`src/rtl/hazard_scheduler_pkg.sv`:
```
// rtl/hazard_scheduler_pkg.sv - shared forward-select constants, FSM states and forwarding helper
package hazard_defs;

    localparam logic [1:0] FWD_NONE = 2'b00;
    localparam logic [1:0] FWD_W    = 2'b01;
    localparam logic [1:0] FWD_M    = 2'b10;

    typedef enum logic [1:0] {
        ST_IDLE = 2'd0,
        ST_WAIT = 2'd1,
        ST_ERR  = 2'd2
    } state_t;

    // M beats W because it holds the younger result for the same register.
    function automatic logic [1:0] fwd_sel(
        input logic [4:0] rs,
        input logic       reg_write_m,
        input logic [4:0] rd_m,
        input logic       reg_write_w,
        input logic [4:0] rd_w
    );
        if (reg_write_m && rd_m != 5'd0 && rd_m == rs)
            return FWD_M;
        else if (reg_write_w && rd_w != 5'd0 && rd_w == rs)
            return FWD_W;
        return FWD_NONE;
    endfunction

endpackage

```
`src/rtl/hazard_scheduler_mem_wait_fsm.sv`:
```
// rtl/hazard_scheduler_mem_wait_fsm.sv - data-memory req/ack wait sequencer with timeout and sticky error
import hazard_defs::*;

module mem_wait_fsm #(
    parameter int MEM_TIMEOUT = 16
) (
    input  logic clk,
    input  logic rst_n,
    input  logic mem_req,
    input  logic mem_ack,
    output logic mem_stall,
    output logic mem_err
);

    localparam int CW = $clog2(MEM_TIMEOUT + 1);

    state_t        state;
    logic [CW-1:0] cnt;

    // cnt holds the number of stall cycles already spent on the current access.
    assign mem_stall = rst_n && mem_req && !mem_ack && (state != ST_ERR);
    assign mem_err   = (state == ST_ERR);

    always_ff @(posedge clk or negedge rst_n) begin
        if (!rst_n) begin
            state <= ST_IDLE;
            cnt   <= '0;
        end else begin
            case (state)
                ST_IDLE: begin
                    if (mem_req && !mem_ack) begin
                        cnt   <= CW'(1);
                        state <= (MEM_TIMEOUT == 1) ? ST_ERR : ST_WAIT;
                    end
                end
                ST_WAIT: begin
                    if (mem_ack || !mem_req) begin
                        state <= ST_IDLE;
                        cnt   <= '0;
                    end else if (cnt + CW'(1) == CW'(MEM_TIMEOUT)) begin
                        state <= ST_ERR;
                    end else begin
                        cnt <= cnt + CW'(1);
                    end
                end
                ST_ERR:  state <= ST_ERR;
                default: state <= ST_IDLE;
            endcase
        end
    end

endmodule

```
`src/rtl/hazard_scheduler.sv`:
```
// rtl/hazard_scheduler.sv - 5-stage pipeline hazard/stall scheduler; optional perf counters via HAZ_PERF_CNT_EN
import hazard_defs::*;

module hazard_scheduler #(
    parameter int MEM_TIMEOUT = 16,
    parameter int CNT_W       = 16
) (
    input  logic             Clk,
    input  logic             Reset,
    input  logic [4:0]       Rs1_D,
    input  logic [4:0]       Rs2_D,
    input  logic [4:0]       Rs1_E,
    input  logic [4:0]       Rs2_E,
    input  logic [4:0]       Rd_E,
    input  logic [4:0]       Rd_M,
    input  logic [4:0]       Rd_W,
    input  logic             RegWrite_M,
    input  logic             RegWrite_W,
    input  logic             Result_Src_0,
    input  logic             PCSrc_E,
    input  logic             MemReq_M,
    input  logic             MemAck,
    output logic             Stall_F,
    output logic             Stall_D,
    output logic             Stall_E,
    output logic             Stall_M,
    output logic             Flush_D,
    output logic             Flush_E,
    output logic             Flush_W,
    output logic [1:0]       Forward_A_E,
    output logic [1:0]       Forward_B_E,
    output logic             Mem_Err,
    output logic [CNT_W-1:0] Perf_Stall_Cnt,
    output logic [CNT_W-1:0] Perf_Flush_Cnt
);

    logic mem_stall;
    logic lw_stall;

    mem_wait_fsm #(.MEM_TIMEOUT(MEM_TIMEOUT)) u_mem_wait (
        .clk       (Clk),
        .rst_n     (Reset),
        .mem_req   (MemReq_M),
        .mem_ack   (MemAck),
        .mem_stall (mem_stall),
        .mem_err   (Mem_Err)
    );

    assign Forward_A_E = fwd_sel(Rs1_E, RegWrite_M, Rd_M, RegWrite_W, Rd_W);
    assign Forward_B_E = fwd_sel(Rs2_E, RegWrite_M, Rd_M, RegWrite_W, Rd_W);

    assign lw_stall = Result_Src_0 && (Rd_E != 5'd0) && ((Rd_E == Rs1_D) || (Rd_E == Rs2_D));

    // A memory stall freezes E, so a taken branch there waits and flushes after release.
    always_comb begin
        Stall_F = 1'b0;
        Stall_D = 1'b0;
        Stall_E = 1'b0;
        Stall_M = 1'b0;
        Flush_D = 1'b0;
        Flush_E = 1'b0;
        Flush_W = 1'b0;
        if (mem_stall) begin
            Stall_F = 1'b1;
            Stall_D = 1'b1;
            Stall_E = 1'b1;
            Stall_M = 1'b1;
            Flush_W = 1'b1;
        end else if (Reset && PCSrc_E) begin
            Flush_D = 1'b1;
            Flush_E = 1'b1;
        end else if (Reset && lw_stall) begin
            Stall_F = 1'b1;
            Stall_D = 1'b1;
            Flush_E = 1'b1;
        end
    end

`ifdef HAZ_PERF_CNT_EN
    logic [CNT_W-1:0] stall_cnt;
    logic [CNT_W-1:0] flush_cnt;

    always_ff @(posedge Clk or negedge Reset) begin
        if (!Reset) begin
            stall_cnt <= '0;
            flush_cnt <= '0;
        end else begin
            if ((Stall_F || Stall_D || Stall_E || Stall_M) && stall_cnt != '1)
                stall_cnt <= stall_cnt + CNT_W'(1);
            if ((Flush_D || Flush_E) && flush_cnt != '1)
                flush_cnt <= flush_cnt + CNT_W'(1);
        end
    end

    assign Perf_Stall_Cnt = stall_cnt;
    assign Perf_Flush_Cnt = flush_cnt;
`else
    assign Perf_Stall_Cnt = '0;
    assign Perf_Flush_Cnt = '0;
`endif

endmodule

```
`config.mk`:
```
export PLATFORM = sky130hd
export DESIGN_NAME = hazard_scheduler
export DESIGN_NICKNAME = d
export VERILOG_FILES = /design/src/rtl/hazard_scheduler_pkg.sv /design/src/rtl/hazard_scheduler_mem_wait_fsm.sv /design/src/rtl/hazard_scheduler.sv
export SDC_FILE = /design/constraint.sdc
export NUM_CORES = 1
export LEC_CHECK = 0
export CAP_MARGIN = 5
export CORE_MARGIN = 4
export CORE_UTILIZATION = 34
export CTS_BUF_LIST = sky130_fd_sc_hd__clkbuf_8
export CTS_CLUSTER_SIZE = 14
export DETAILED_ROUTE_END_ITERATION = 8
export PLACE_DENSITY = 0.91
export SLEW_MARGIN = 25
export SYNTH_ARGS = -nofsm -noshare
export SYNTH_HDL_FRONTEND = slang
export SYNTH_SLANG_ARGS = --single-unit
```
`constraint.sdc`:
```
create_clock -name Clk -period 2.04 [get_ports Clk]
set_clock_uncertainty 0.1 [all_clocks]
set_input_delay 0.408 -clock Clk [delete_from_list [all_inputs] [get_ports Clk]]
set_output_delay 0.408 -clock Clk [all_outputs]
set_load 0.05 [all_outputs]
```
=== Word-level counts from Yosys, hierarchy flattened ===
Cells that the tools add are included.
Widths: inputs -> output; s select.

* Register bits after elaboration: 7
* Input port bits: 43
* Output and inout port bits: 44
* Word-level logic and storage cells: 67

* Add/subtract/negate cells: 1
* Equality and inequality tests: 13
* Multiplexer cells: 26
* Reduce and logical (&&, ||, !) cells: 25

{| class="wikitable"
|+ Operator list
! operator !! count
|-
| $eq 5x5->1 || 6
|-
| $mux 2 || 9
|-
| $mux 5 || 3
|-
| $reduce_bool 5->1 || 3
|-
| $logic_and 1x1->1 || 14
|-
| $mux 1 || 12
|-
| $pmux 5 s2 || 1
|-
| $pmux 2 s3 || 1
|-
| $add 5x1->5 const B || 1
|-
| $eq 5x5->1 const B || 1
|-
| $ne 3x1->1 const B || 1
|-
| $ne 3x2->1 const B || 1
|-
| $reduce_and 3->1 || 1
|-
| $eq 2x1->1 const B || 1
|-
| $eq 2x2->1 const B || 1
|-
| $logic_not 1->1 || 2
|-
| $logic_not 2->1 || 1
|-
| $logic_or 1x1->1 || 2
|-
| $ne 2x1->1 const B || 1
|-
| $ne 2x2->1 const B || 1
|-
| $reduce_and 2->1 || 1
|-
| $reduce_bool 2->1 || 1
|}

=== Logic depth before layout (Yosys ltp) ===
Gate-level depths: netlist of the first run.

* Word-level depth: 7
* Mapped depth: 6
* Gate-level depth less buffers: 5

=== Modules after synthesis ===
From an unflattened synthesis of the first run, not the netlist that was laid out.

* Cell total of the unflattened synthesis: 142
* Area total of the unflattened synthesis: 1147.4 µm²

{| class="wikitable"
|+ By module, submodules not included
! module !! times used !! cells each !! area an instance (µm²) !! sequential area each (µm²)
|-
| hazard_scheduler || 1 || 91 || 690.7 || 0.0
|-
| mem_wait_fsm || 1 || 51 || 456.7 || 175.2
|}

=== Worst setup path before layout of the first run ===
Ideal clock, no wire load.

* Path kind: input to output
* Start point: in Rd_M[4]
* End point: out Forward_A_E[0]
* Data arrival time: 2.773 ns
* Data required time: 1.532 ns
* Path slack: -1.241 ns
* Cell stages on the path: 4
* Buffers on the path: 0
* Cell sequence: xnor2_1 > nand3_1 > nor4_1 > nor4_2

* Cells in the longest elaborated chain, start to end: 5
* Elaborated cells on any way between the ends: 7
* Classes of those cells: eq/ne (1); mux (3); reduce/logical (3)

{| class="wikitable"
|+ Ends and longest elaborated chain
! what !! RTL line !! source
|-
| start, declared || hazard_scheduler.sv:15 || <nowiki>input logic [4:0] Rd_M,</nowiki>
|-
| $reduce_bool 5->1 || hazard_scheduler_pkg.sv:22 || <nowiki>if (reg_write_m && rd_m != 5'd0 && rd_m == rs)</nowiki>
|-
| $logic_and 1x1->1 || hazard_scheduler_pkg.sv:22 ||
|-
| $logic_and 1x1->1 * || hazard_scheduler_pkg.sv:22 ||
|-
| $mux 2 / $mux 1 (equally long branches) || hazard_scheduler_pkg.sv:22 ||
|-
| $mux 2 * || hazard_scheduler_pkg.sv:26 || <nowiki>return FWD_NONE;</nowiki>
|-
| end, declared || hazard_scheduler.sv:30 || <nowiki>output logic [1:0] Forward_A_E,</nowiki>
|}

Every way passes the cells marked *; elsewhere a longest branch is shown, timed or not.

=== Worst setup path in the final report of the first run ===
* Start point: in Rd_W[4]
* End point: out Forward_B_E[0]

* Cells in the longest elaborated chain, start to end: 6
* Elaborated cells on any way between the ends: 7
* Classes of those cells: eq/ne (1); mux (3); reduce/logical (3)

{| class="wikitable"
|+ Ends and longest elaborated chain
! what !! RTL line !! source
|-
| start, declared || hazard_scheduler.sv:16 || <nowiki>input logic [4:0] Rd_W,</nowiki>
|-
| $reduce_bool 5->1 || hazard_scheduler_pkg.sv:24 || <nowiki>else if (reg_write_w && rd_w != 5'd0 && rd_w == rs)</nowiki>
|-
| $logic_and 1x1->1 || hazard_scheduler_pkg.sv:24 ||
|-
| $logic_and 1x1->1 * || hazard_scheduler_pkg.sv:24 ||
|-
| $mux 1 * || hazard_scheduler_pkg.sv:24 ||
|-
| $mux 1 * || hazard_scheduler_pkg.sv:22 ||
|-
| $mux 2 * || hazard_scheduler_pkg.sv:26 ||
|-
| end, declared || hazard_scheduler.sv:31 || <nowiki>output logic [1:0] Forward_B_E,</nowiki>
|}

Marks and branches as above.

==> results of run 1 <==
## report_power, final
part / leakage (uW) / internal (uW) / switching (uW) / total [uW]
registers: 0.0000943 / 145 / 9.99 / 155
logic: 0.000855 / 189 / 287 / 477
clock network: 0.0000269 / 130 / 56.3 / 186
total: 0.000976 / 464 / 354 / 818
## cells in the final DEF, fill, tap and decap left out, types with 7 or more instances in the layout
cell type / n
conb_1: 32
buf_4: 19
buf_6: 16
xor2_1: 15
buf_2: 14
buf_12: 12
xnor2_2: 9
xnor2_1: 7
nand2_1: 7
clkbuf_2: 7
dfrtp_1: 7
## per-layer routing
| metal | vias up | track usage |
|---|---|---|
| li1 | 555 | - |
| met1 | 530 | 0.1413 |
| met2 | 52 | 0.3479 |
| met3 | 6 | 0.03813 |
| met4 | 0 | 0.03958 |
| met5 | - | 0 |
## state kept, by name, indices dropped and copies added (netlist names)
name,count
u_mem_wait.cnt,5
u_mem_wait.state,2
## cells in the mapped netlist
cell type	count
a21boi_0	1
a21oi_1	3
a22o_1	2
a311oi_1	1
and3_1	1
and4b_1	1
buf_4	35
conb_1	1
dfrtp_1	7
ha_1	1
inv_1	2
nand2_1	7
nand2b_1	2
nand3_1	7
nand4_1	1
nor2_1	5
nor2b_1	2
nor3b_1	1
nor4_1	2
nor4_2	2
o2111ai_1	1
o21ai_0	4
o21ai_1	1
o21ai_2	1
o21bai_1	3
o22ai_1	1
o31ai_1	1
or4_1	4
or4_4	1
xnor2_1	17
xor2_1	15
## metrics by stage
step / area, um^2 / instances
floorplan: 1305 / 164
global placement: 1957 / 254
detailed placement: 1957 / 254
CTS: 2017 / 258
global route: 2062 / 258
finish: 2062 / 258
## critical path, delay by kind of cell
kind / cells / cell delay, ps
AO/OA/AOI/OAI: 1 / 50
AND/OR/NAND/NOR: 3 / 1050
buffers and inverters: 2 / 260
## worst min path at each step
stage	from	slack, ps	to
global placement	u_mem_wait.cnt[3]	450	u_mem_wait.cnt[3]
finish	Reset	110	u_mem_wait.state[0]
CTS	Reset	110	u_mem_wait.state[0]
detailed placement	u_mem_wait.cnt[2]	460	u_mem_wait.cnt[2]
floorplan	Reset	10	u_mem_wait.cnt[0]
global route	Reset	120	u_mem_wait.state[0]
## cells by family after synthesis
| group | Yosys count | synth area share |
|---|---|---|
| adder cells (fa/ha/maj) | 1 | 0.01155 |
| flip-flops | 7 | 0.1617 |
| AND/OR/NAND/NOR | 36 | 0.1975 |
| buffers and inverters | 37 | 0.2494 |
| XOR/XNOR | 32 | 0.2587 |
| AO/OA/AOI/OAI | 19 | 0.1178 |
| other | 1 | 0.003461 |
## what timing repair did
| item | 4_1_cts | 5_1_grt |
|---|---|---|
| setup endpoints to repair | 11 | 9 |
| hold buffers | 0 | 0 |
| resized for setup | 115 | 47 |
| cloned | 0 | 0 |
| setup buffers | 1 | 0 |
| hold endpoints to repair | 0 | 0 |
| pin swaps | 33 | 21 |
## layout make-up
cell class | instances | share of cell area
flip-flops and latches | 7 | 0.08495
inverters | 2 | 0.003641
multi-input cells | 120 | 0.4745
repair buffers | 81 | 0.3883
clock buffers | 3 | 0.02002
clock inverters | 1 | 0.001820
well taps | 44 | 0.02670
==> out/qor.yml, run 1 <==
route:
  highest_layer: "met4"
  vias: 1143
  drtAntennaViolNets: 0
  wl_per_cell_um: 13.92
  finalWirelength_mm: 3.591
  drc_errors: 0
  first_pass_iters: 4
  drtIter0Drc: 11
  drt-met1-wl_mm: 1.116
  wl_met3_um: 278
  met2_length_mm: 2.138
  via_per_inst: 4.430
worst_setup_path:
  crit_type: "input port to output port"
  cp-endpoint: "Forward_B_E[0]"
  ff2ff_path_depth: 5
  path_common_cell: "or4_4"
  worstPathRequired_ps: 1530
  reg2reg_slack_ps: 430
  crit_start: "Rd_W[4]"
  crit_path_top_delay_cell: "or4_4"
  path_cells: "buf_6 -> or4_4 -> o21ai_2 -> or4_4 -> nor4_4 -> buf_12"
  cpPeakStageDelay_ps: 560
  crit_arrival_ps: 1770
  start_kind: "input port"
  r2r_start: "u_mem_wait.cnt[0]"
  critPathCaptureType: "output port"
  r2r_end: "u_mem_wait.cnt[2]"
  cp_max_fo: 3
global_route:
  globalRouteOverflowTotal: 0
  grt_pass1_vias: 1183
  track_usage: 0.1603
  grt_pass1_wl_mm: 5.244
  antenna_found_initial: 0
  grt_max_degree: 9
clock_network:
  cts-root-buf: "clkbuf_8"
  cts_tree: "done"
  path_clk_slew_ps: 40
  numCtsBuffers: 3
  cts.sinks: 7
  clk_path_buf_depth: 2
  clock_latency_ps: 220
  htreeDepth: 1
die:
  ios: 87
  start_util: 0.3549
  die_area_mm2: 0.004154
  dieHeight_um: 64.45
  coreArea_mm2: 0.003053
  die_width_um: 64.45
  fp-row-count: 20
placement:
  portBuffers: 54
  place_congestion: 0.8470
  pre_cts_ws_ps: -760.8
  place_hpwl_mm: 3.014
final_layout:
  fillers: 255
  multi_input_area_um2: 978.4
  final_util: 0.6754
  nets: 259
  register_area_um2: 175.2
  n_antenna_cell: 0
  areaGrowthSynthToFinish_pct: 90.30
  drive_above_1_share: 0.4766
logic_synthesis:
  syn_area_per_cell_um2: 8.147
  synth_cell_type_count: 31
  synth.largest_area_cell: "buf_4"
  ys_top_cells_by_area: "buf_4 (24%), dfrtp_1 (16%), xnor2_1 (14%)"
  syn-instance-count: 133
  yosysSeqAreaShare: 0.1617
  ys_ff_latch: 7
  syn_area_mm2: 0.001084
  ys_warn_count: 0
  netlist.area_leader.share: 0.2425
pwr:
  power.density_mw_per_mm2: 396.7
  ir_worst_vdd_uv: 355.9
  cellLeakagePower_uw: 0.0009760
  fin_total_pwr_uw: 818.0
run_status:
  outcome: "complete, but fails checks"
  violations: "setup timing"
timing:
  fmax_mhz: 439.2
  rsz0062_at_grt: "yes"
  hold_viol: 0
  worst_slack_ps: -236.9
  fin_setup_tns_ps: -702.5
  holdWs_ps: 108.0
  period_share: 1.116
  finalMaxSlewViolations: 0
  period_minus_slack_ps: 2277
  setup_viol: 7
flow_run:
  cap_viol_max_count: 0
hold_path:
  hp-class: "input port to async pin"
No activity file was read; power rests on OpenSTA's default activity.
==> inputs of run 2 (changes only) <==
--- a/config.mk
+++ b/config.mk
@@ -6,12 +6,12 @@
 export NUM_CORES = 1
 export LEC_CHECK = 0
 export CAP_MARGIN = 5
-export CORE_MARGIN = 4
+export CORE_MARGIN = 10
 export CORE_UTILIZATION = 34
 export CTS_BUF_LIST = sky130_fd_sc_hd__clkbuf_8
 export CTS_CLUSTER_SIZE = 14
 export DETAILED_ROUTE_END_ITERATION = 8
-export PLACE_DENSITY = 0.91
+export PLACE_DENSITY = 0.83
 export SLEW_MARGIN = 25
 export SYNTH_ARGS = -nofsm -noshare
 export SYNTH_HDL_FRONTEND = slang
==> run 2 against run 1 <==
  * The flow still finishes with violations (setup timing)
  * Non-clock buffer count shrank 5
  * First-iteration DRC count grew to 3.5 times the previous value
  * Via count shrank 2.0%
  * Combinational power shrank 4%
  * Largest power group unchanged
  * Sequential share of layout area grew 0.28 points
  * Critical path type unchanged
  * Largest cell class unchanged
  * Routed wire length grew 10%
  * Count of clock-buffer cells in the layout is the same
  * Total power shrank 2.3%
  * Critical path depth is the same
  * Hold slack gained 180 ps
  * Die area grew 41%
  * Sequential cell count is the same
==> out/qor.yml, run 2 (synthesis results as in run 1) <==
run_status:
  outcome: "complete, but fails checks"
  violations: "setup timing"
timing:
  period_share: 1.123  # +0.007044
  holdWs_ps: 288.1  # +180.1 ps
  finalMaxSlewViolations: 0  # unchanged
  fmax_mhz: 436.4  # -0.63%
  rsz0062_at_grt: "yes"
  setup_viol: 7  # unchanged
  period_minus_slack_ps: 2291  # +14.37 ps
  hold_viol: 0  # unchanged
  worst_slack_ps: -251.2  # -14.37 ps
worst_setup_path:
  r2r_end: "u_mem_wait.cnt[2]"
  worstPathRequired_ps: 1530  # about the same
  cp_max_fo: 2  # -1
  cp-endpoint: "Forward_B_E[0]"
  crit_start: "Rd_W[2]"
  cpPeakStageDelay_ps: 490  # -70 ps
  crit_path_top_delay_cell: "or4_4"
  crit_type: "input port to output port"
  r2r_start: "u_mem_wait.cnt[0]"
  path_common_cell: "buf_6"
  path_cells: "buf_6 -> buf_6 -> xor2_1 -> or4_4 -> nor4_4 -> buf_12"
  start_kind: "input port"
  critPathCaptureType: "output port"
  crit_arrival_ps: 1780  # about the same
  ff2ff_path_depth: 5  # unchanged
  reg2reg_slack_ps: 390  # -40 ps
placement:
  pre_cts_ws_ps: -695.8  # +65.00 ps
  place_congestion: 0.8299  # -2.0%
  portBuffers: 54  # unchanged
  place_hpwl_mm: 3.353  # +11%
  postPlaceCellArea_mm2: 0.001919  # -1.9%
  place_inst: 249  # -2.0%
clock_network:
  cts_tree: "done"
  clock_latency_ps: 220  # about the same
  cts.sinks: 7  # unchanged
  cts-root-buf: "clkbuf_8"
  clk_path_buf_depth: 2  # unchanged
  path_clk_slew_ps: 40  # about the same
  numCtsBuffers: 3  # unchanged
  htreeDepth: 1  # unchanged
  cts_hold_buf: 0  # unchanged
route:
  finalWirelength_mm: 3.949  # +10%
  wl_per_cell_um: 15.61  # +12%
  first_pass_iters: 4  # unchanged
  via_per_inst: 4.427  # about the same
  drtAntennaViolNets: 0  # unchanged
  vias: 1120  # -2.0%
  drtIter0Drc: 38  # +27
  drc_errors: 0  # unchanged
final_layout:
  reg_top3: "u_mem_wait.cnt (5), u_mem_wait.state (2)"
  top_register: "u_mem_wait.cnt"
  layout_commonest_cell: "conb_1"
  layout_common_cells: "conb_1 (32), buf_4 (16), buf_2 (15), buf_6 (15), xor2_1 (14)"
  register_area_um2: 175.2  # unchanged
  areaGrowthSynthToFinish_pct: 84.30
  fillers: 278  # +9.0%
  finish.instance_area_mm2: 0.001997  # -3.2%
  nets: 254  # -1.9%
  multi_input_area_um2: 954.7  # -2.4%
  largest_register_ffs: 5  # unchanged
  drive_above_1_share: 0.4498  # -0.02687
  fin_cells: 253  # -1.9%
  n_antenna_cell: 0  # unchanged
pwr:
  fin_total_pwr_uw: 799.2  # -2.3%
  power.density_mw_per_mm2: 400.2  # +0.88%
  ir_worst_vdd_uv: 478.9  # +35%
  cellLeakagePower_uw: 0.0009436  # -3.3%
flow_run:
  cap_viol_max_count: 0  # unchanged
die:
  coreArea_mm2: 0.003053  # unchanged
  die_area_mm2: 0.005845  # +41%
  fp-row-count: 20  # unchanged
  dieHeight_um: 76.45  # +19%
  die_width_um: 76.45  # +19%
  start_util: 0.3549  # unchanged
  ios: 87  # unchanged
global_route:
  grt_pass1_vias: 1238  # +4.6%
  track_usage: 0.1308  # -0.02945
  globalRouteOverflowTotal: 0  # unchanged
  grt_pass1_wl_mm: 6.451  # +23%
  antenna_found_initial: 0  # unchanged
  grt_max_degree: 9  # unchanged
hold_path:
  hp-class: "input port to async pin"
## run 2: routing by layer
layer	GRT usage	part of all wire
met5	0	0
met4	0.01115	0
met3	0.02948	0.044
met2	0.2670	0.59
met1	0.1339	0.37
## run 2: cell type report
type                            count  area share
Timing Repair Buffer               76      0.3803
Inverter                            2    0.003759
Tap cell                           44     0.02757
Multi-Input combinational cell    120      0.4781
Clock buffer                        3     0.02068
Sequential cell                     7     0.08772
Clock inverter                      1    0.001880
## run 2: repair_timing
action	CTS	global route
buffers inserted	1	0
gates cloned	0	0
endpoints found under the setup margin	10	11
resized for setup	112	41
pin swaps	28	12
## run 2: worst max-delay path, delay by kind of cell
family | cells | cell delay [ps]
buffers and inverters | 3 | 390
and+or+nand+nor | 2 | 840
xor gates and xnor gates | 1 | 150
## run 2: where the power goes
group          internal [uW]  switching, uW  total, uW  leakage, uW
clock network            130           55.5        185    0.0000269
registers                145           9.28        154    0.0000943
logic                    178            282        460     0.000822
total                    452            347        799     0.000944
## run 2: stage by stage
step           setup TNS (ps)  utilization
2_1_floorplan          -621.3            -
3_3_place_gp            -3692       0.6287
3_5_place_dp            -3895       0.6287
4_1_cts                -994.9       0.6373
5_1_grt                -989.4       0.6541
6_report               -685.8       0.6541
## run 2: how the worst min path moves through the flow
stage          slack, ps                end  cells after the start              start
2_1_floorplan         10  u_mem_wait.cnt[0]                      0              Reset
3_3_place_gp         450  u_mem_wait.cnt[4]                      1  u_mem_wait.cnt[4]
3_5_place_dp         460  u_mem_wait.cnt[4]                      1  u_mem_wait.cnt[4]
4_1_cts              290  u_mem_wait.cnt[4]                      2              Reset
5_1_grt              310  u_mem_wait.cnt[3]                      2              Reset
6_report             290  u_mem_wait.cnt[4]                      2              Reset
==> inputs of run 3 (changes only) <==
--- a/config.mk
+++ b/config.mk
@@ -6,12 +6,14 @@
 export NUM_CORES = 1
 export LEC_CHECK = 0
 export CAP_MARGIN = 5
+export CELL_PAD_IN_SITES_DETAIL_PLACEMENT = 1
+export CELL_PAD_IN_SITES_GLOBAL_PLACEMENT = 1
 export CORE_MARGIN = 10
-export CORE_UTILIZATION = 34
+export CORE_UTILIZATION = 22
 export CTS_BUF_LIST = sky130_fd_sc_hd__clkbuf_8
 export CTS_CLUSTER_SIZE = 14
 export DETAILED_ROUTE_END_ITERATION = 8
-export PLACE_DENSITY = 0.83
+export PLACE_DENSITY_LB_ADDON = 0.1
 export SLEW_MARGIN = 25
 export SYNTH_ARGS = -nofsm -noshare
 export SYNTH_HDL_FRONTEND = slang
==> run 3 against run 2 <==
  * The run still ends with setup timing left
  * Die area rose by 39%
  * Worst setup slack improved by 12 ps
  * Total power rose by 3.0%
  * Routed wire length is 11% higher
  * Core utilization down 22 points
  * Non-clock buffer count grew 5
  * First-iteration DRC count fell by 50%
  * Design area is 2.5% higher
  * Critical path type unchanged
  * Highest routed layer is now met4
==> out/qor.yml, run 3 (synthesis results as in run 1) <==
run_status:
  outcome: "complete, but fails checks"
  violations: "setup timing"
final_layout:
  layout_commonest_cell: "conb_1"
  n_antenna_cell: 0  # unchanged
  top_register: "u_mem_wait.cnt"
  fillers: 567  # +100%
  drive_above_1_share: 0.4673  # +0.01753
  largest_register_ffs: 5  # unchanged
  nets: 259  # +2.0%
  reg_top3: "u_mem_wait.cnt (5), u_mem_wait.state (2)"
  layout_common_cells: "conb_1 (32), buf_4 (26), xor2_1 (14), buf_2 (14), buf_12 (12)"
  areaGrowthSynthToFinish_pct: 88.91
clock_network:
  htreeDepth: 1  # unchanged
  clock_latency_ps: 240  # +20 ps
  clk_path_buf_depth: 2  # unchanged
  path_clk_slew_ps: 40  # about the same
  cts-root-buf: "clkbuf_8"
  cts.sinks: 7  # unchanged
  cts_tree: "done"
  numCtsBuffers: 3  # unchanged
die:
  start_util: 0.2279  # -0.1270
  dieHeight_um: 90.18  # +18%
  ios: 87  # unchanged
  die_area_mm2: 0.008132  # +39%
  die_width_um: 90.18  # +18%
  fp-row-count: 25  # +25%
  coreArea_mm2: 0.004755  # +56%
placement:
  place_congestion: 0.7844  # -5.5%
  pre_cts_ws_ps: -756.6  # -60.88 ps
  portBuffers: 54  # unchanged
  place_hpwl_mm: 3.893  # +16%
worst_setup_path:
  crit_path_top_delay_cell: "or4_4"
  cp_num_buf_inv: 3  # unchanged
  reg2reg_slack_ps: 430  # +40 ps
  start_kind: "input port"
  critPathCaptureType: "output port"
  crit_type: "input port to output port"
  cpPeakStageDelay_ps: 540  # +50 ps
  crit_arrival_ps: 1770  # about the same
  worstPathRequired_ps: 1530  # about the same
  cp_max_fo: 2  # unchanged
  cp_top_family: "simple AND/OR/NAND/NOR gates"
  path_cells: "buf_6 -> or4_4 -> o21ai_4 -> buf_6 -> nor4_4 -> nor4_4 -> buf_12"
global_route:
  grt_use_met2: 0.1798  # -0.08722
  grt_pass1_wl_mm: 6.831  # +5.9%
  track_usage: 0.1031  # -0.02774
  antenna_found_initial: 0  # unchanged
  globalRouteOverflowTotal: 0  # unchanged
  grt_max_degree: 8  # -1
  met3_usage: 0.01912  # -0.01036
  grt_pass1_vias: 1238  # unchanged
  grt_busiest_layer: "met2"
  met1_usage: 0.1213  # -0.01266
route:
  drc_errors: 0  # unchanged
  drtIter0Drc: 19  # -50%
  finalWirelength_mm: 4.376  # +11%
  drtAntennaViolNets: 0  # unchanged
  wl_per_cell_um: 15.57  # -0.23%
  first_pass_iters: 4  # unchanged
  vias: 1138  # +1.6%
  via_per_inst: 4.050  # -8.5%
pwr:
  p_switching_uw: 365.7  # +5.5%
  cellLeakagePower_uw: 0.0009491  # +0.58%
  swShare: 0.4445  # +0.01053
  fin_total_pwr_uw: 822.8  # +3.0%
  p_clk_frac: 0.245  # +0.013
  internal_power_uw: 457.1  # +1.0%
  power.density_mw_per_mm2: 401.9  # +0.44%
  combPwrFrac: 0.569  # -0.006
  ir_worst_vdd_uv: 403.9  # -16%
  seq_power_share: 0.186  # -0.007
timing:
  worst_slack_ps: -239.1  # +12.09 ps
  hold_viol: 0  # unchanged
  setup_viol: 7  # unchanged
  rsz0062_at_grt: "yes"
  finalMaxSlewViolations: 0  # unchanged
  fmax_mhz: 438.8  # +0.53%
  period_share: 1.117  # -0.005928
  period_minus_slack_ps: 2279  # -12.09 ps
hold_path:
  hp-class: "input port to async pin"
flow_run:
  cap_viol_max_count: 0  # unchanged
run 3: repair_timing:
action	4_1_cts	5_1_grt
pin swaps	33	11
hold buffers	0	0
setup endpoints to repair	11	7
gates resized for setup	119	36
buffers inserted	3	0
run 3: worst register-to-register path: stages, from the launching register on:
cell and delay (ps):
dfrtp_1 440, and4b_1 220, a21oi_1 270, o21bai_1 200, o21ai_0 170, o21ai_0 90
run 3: layout make-up:
class / count / area, um^2 / share of cell area
repair buffers: 81 / 783.3 / 0.3826
clock buffers: 3 / 41.29 / 0.02017
well taps: 67 / 83.83 / 0.04095
multi-input cells: 120 / 952.2 / 0.4652
clock inverters: 1 / 3.754 / 0.001834
inverters: 2 / 7.507 / 0.003667
flip-flops and latches: 7 / 175.2 / 0.08557
run 3: per-stage QoR:
step | instances | TNS, ps | hold slack [ps] | area [um^2] | util
after floorplan | 164 | -621.3 | 12.41 | 1305 | -
after global placement | 275 | -3967 | 448.2 | 1971 | 0.4145
after detailed placement | 275 | -4236 | 469.8 | 1971 | 0.4145
after CTS | 281 | -1175 | 172.1 | 2034 | 0.4279
after global routing | 281 | -1089 | 193.1 | 2047 | 0.4305
final | 281 | -834.1 | 157.3 | 2047 | 0.4305
run 3: path summary, 6_finish.rpt:
| path | startpoint | end | cells after the start |
|---|---|---|---|
| min in group Clk | u_mem_wait.cnt[3] | u_mem_wait.cnt[3] | 2 |
| max | Rd_M[3] | Forward_B_E[0] | 7 |
| min reg2reg | u_mem_wait.cnt[3] | u_mem_wait.cnt[3] | 2 |
| min | Reset | u_mem_wait.state[1] | 2 |
| max in group asynchronous | Reset | u_mem_wait.cnt[4] | 2 |
| max reg2reg | u_mem_wait.cnt[0] | u_mem_wait.cnt[2] | 5 |
run 3: layer usage:
layer  routed length [um]  up-vias
met4                   61        0
met5                    0        -
met3                  208        5
met1                 1860      533
met2                 2245       47
li1                     -      553
run 3: power groups by stage:
stage	logic, uW	registers (uW)	clock network (uW)
2_1_floorplan	310	154	0
3_3_place_gp	454	155	0
3_5_place_dp	460	155	0
4_1_cts	460	153	211
5_1_grt	494	155	216
6_report	468	153	202
